==> config.mk <==
export PLATFORM = sky130hd
export DESIGN_NAME = wrr_starve_ctr
export DESIGN_NICKNAME = d
export VERILOG_FILES = /design/src/rtl/wrr_starve_ctr.sv
export SDC_FILE = /design/constraint.sdc
export NUM_CORES = 1
export LEC_CHECK = 0
export CAP_MARGIN = 20
export CORE_AREA = 2 2 39 41
export DETAILED_ROUTE_END_ITERATION = 16
export DIE_AREA = 0 0 41 43
export SLEW_MARGIN = 20
export SYNTH_ARGS = -nofsm -noshare
export SYNTH_HDL_FRONTEND = slang
export SYNTH_SLANG_ARGS = --single-unit
export TNS_END_PERCENT = 50
==> constraint.sdc <==
create_clock -name clk -period 1.3 [get_ports clk]
set_clock_uncertainty 0.05 [all_clocks]
set_input_delay 0.195 -clock clk [delete_from_list [all_inputs] [get_ports clk]]
set_output_delay 0.195 -clock clk [all_outputs]
set_load 0.01 [all_outputs]
==> src/rtl/wrr_starve_ctr.sv <==
// Per-requester wait counter with a single-cycle
// strobe on the cycle the wait reaches the limit.
module wrr_starve_ctr #(
  parameter int SW           = 8,
  parameter int STARVE_LIMIT = 64
) (
  input  logic          clk,
  input  logic          clr,
  input  logic          req_i,
  input  logic          gnt_i,
  output logic          hit,
  output logic [SW-1:0] wait_cnt
);

  logic inc;

  assign inc = req_i && !gnt_i;

  // Crossing, not level: fires once per wait episode
  always_comb begin
    hit = 1'b0;
    if (!clr && inc && wait_cnt == SW'(STARVE_LIMIT - 1))
      hit = 1'b1;
  end

  always_ff @(posedge clk) begin
    if (clr)
      wait_cnt <= '0;
    else if (!inc)
      wait_cnt <= '0;
    else if (wait_cnt != '1)
      wait_cnt <= wait_cnt + 1'b1;
  end

endmodule

==> flow_summary.ini, run 1 <==
[final_layout]
final_layout_size_suffix_gt1_share_pct = 46.5
top_register = wait_cnt
area_growth_pct = 71.3
nets = 78
reg_top3 = wait_cnt: 8 flops
largest_reg_flops = 8
final_common_cell = buf_4
design_area_um2 = 694
final_cells = 87
layout_common_cells = buf_4, dlygate4sd2_1, dfxtp_2
post-route-util_pct = 50.2
n_antenna_cell = 0

[global_route]
track_usage_pct = 15.4
grt_start_max_net_pins = 9
grt_pass1_wl_um = 1750
grt_pass1_vias = 415
antenna_found_initial = 0
globalRouteOverflowTotal = 0

[sta]
layout_setup_ws_ns = -0.179
worstMarginPinSlew_ns = 0.220
slew_headroom_pct = 85.2
hold_viol_final = 0
rsz0062_at_grt = true
maxSlewViolCount = 0
setup_viol = 1
fin_crit_ns = 1.48
fin_hold_ws_ns = 0.402
fmax_mhz = 676
fin_crit_sh_pct = 114

[placement]
gp_congestion = 0.793
dpl.hpwl_um = 855
place.port_buffers = 12
place_area_um2 = 637
place_inst = 84

[power_and_ir_drop]
power.share.combinational_pct = 6.3
internal_power_mw = 0.371
power_density_nw_per_um2 = 688
ir_drop_uv = 332
clkPwrFrac_pct = 41.6
switchingPower_mw = 0.106
netSwitchingFraction_pct = 22.2
p_leak_nw = 0.286
pwr-share-seq_pct = 52.1

[worst_hold_path]
min_from = clr
min_path_type = primary input to flop
hold_end = wait_cnt[6]
holdPathStages = 5

[floorplan]
rows = 14
fp.dieArea_um2 = 1760
die_w_um = 41
die_h_um = 43
io_pins = 13
start_util_pct = 29.3
core_um2 = 1380

[setup_path]
cp.arrival_ns = 1.23
reg2reg_depth = 5
crit_fanout = 2
crit_type = flop to output port
r2r-end = wait_cnt[4]
critPathLaunchType = flop
r2r_start = wait_cnt[0]
reg2reg_slack_ns = 0.07
required_ns = 1.05
cp-end-kind = output port

[drt]
drc_errors = 0
vias = 461
dr.pass1.iters = 4
drt-initial-drc-count = 8
wl_per_cell_um = 13.2
ant_nets = 0
routed_wl_um = 1150
via_per_inst = 5.30

[yosys]
synthDistinctLibCells = 25
mappedNetlistArea_um2 = 405
synthAdderAreaFrac_pct = 3.09
synth_top_family_by_area = simple AND/OR/NAND/NOR gates
synth_compound_area_share_pct = 22.5
synth_seq_cells = 8
synthCells = 47
yosys.area_share.simple_pct = 27.2
syn-num-nets = 52
yosysSeqAreaShare_pct = 39.5
syn_area_per_cell_um2 = 8.63
yosysWarningCount = 0
muxShareOfSynthArea_pct = 2.47
synth-xor-area-share_pct = 0

[job]
maxCapViolCount = 0

[clock_network]
hold_buffers = 0
path_clk_slew_ns = 0.06
clk_latency_ns = 0.26
ctsLongestPathBuffers = 2
cts_setup_buffers = 0
root_buffer = clkbuf_4
clock-sinks = 8
cts_tree = built
cts-htree-levels = 1
cts-buffers-inserted = 3

[status]
violations = negative setup slack
status = finished, violations left
[cells by family after synthesis]
logic type               Yosys count
adder cells (fa/ha/maj)            1
flip-flops                         8
AND/OR/NAND/NOR                   19
AO/OA/AOI/OAI                     14
multiplexers                       1
buffers and inverters              4
[repair_timing]
action                     in CTS  in global routing
resized for setup              19                 14
pin swaps                       2                  5
setup endpoints to repair      12                  9
[per-layer routing]
| layer | global-route usage, % | up-vias | share of wire (%) |
|---|---|---|---|
| met5 | 0 | - | 0 |
| met4 | 12.0 | 0 | 3.5 |
| met3 | 6.28 | 5 | 4.9 |
| met2 | 20.9 | 14 | 43 |
| met1 | 18.3 | 206 | 48 |
| li1 | - | 236 | - |
[cell usage after synthesis]
cell	n	area share [%]
a21boi_0	1	1.9
a21o_1	1	1.9
a21oi_1	2	2.5
a311oi_1	2	4.3
a31oi_1	4	6.2
and3_1	2	3.1
and4_1	1	2.2
buf_2	1	1.2
buf_4	1	1.9
clkbuf_2	1	1.2
dfxtp_1	8	40
ha_1	1	3.1
inv_1	1	0.93
mux2i_1	1	2.5
nand2_1	3	2.8
nand3_1	4	4.9
nand3_2	1	2.5
nand4_1	1	1.5
nor2_1	1	0.93
nor3_1	3	3.7
nor3b_1	1	1.9
nor4_1	1	1.5
o21ai_0	3	3.7
o41ai_1	1	2.2
or3b_1	1	2.2
[metrics by stage]
stage / total power, mW / setup WS [ns] / setup TNS [ns]
floorplan: 0.264 / 0.0105 / 0
CTS: 0.483 / -0.245 / -0.245
global route: 0.502 / -0.243 / -0.246
finish: 0.477 / -0.179 / -0.179
detailed placement: 0.285 / -0.724 / -2.18
global placement: 0.284 / -0.723 / -2.09
[area by class of cell]
class / count / area, um^2
clock buffers: 3 / 22.5
fillers: 155 / 689
inverters: 1 / 3.75
multi-input cells: 35 / 284
flip-flops and latches: 8 / 170
well taps: 16 / 20.0
repair buffers: 24 / 194
[power by group through the flow]
stage	Clock (mW)	Sequential, mW	Combinational, mW
final	0.198	0.249	0.0301
after CTS	0.207	0.248	0.0288
after global routing	0.220	0.249	0.0339
after global placement	0	0.253	0.0315
after detailed placement	0	0.253	0.0316
after floorplan	0	0.254	0.0100
[worst max-delay path by stage]
stage                      from  end  depth (start not counted)
floorplan           wait_cnt[0]  hit                          3
global placement          req_i  hit                          4
detailed placement        req_i  hit                          4
CTS                 wait_cnt[4]  hit                          4
global route        wait_cnt[5]  hit                          4
finish              wait_cnt[5]  hit                          4
[critical path: stages, from the launching register on]
cell	delay, ns
dfxtp_2	0.32
and3_4	0.21
nand3_4	0.08
nor4_4	0.20
buf_2	0.16
Power figures use the tool's default switching activity.
==> run 2, diff against run 1 <==
CTS_CLUSTER_SIZE = 20   (was default)
==> results of run 2 <==
The final DEF is identical to that of run 1; final timing and power are the same.
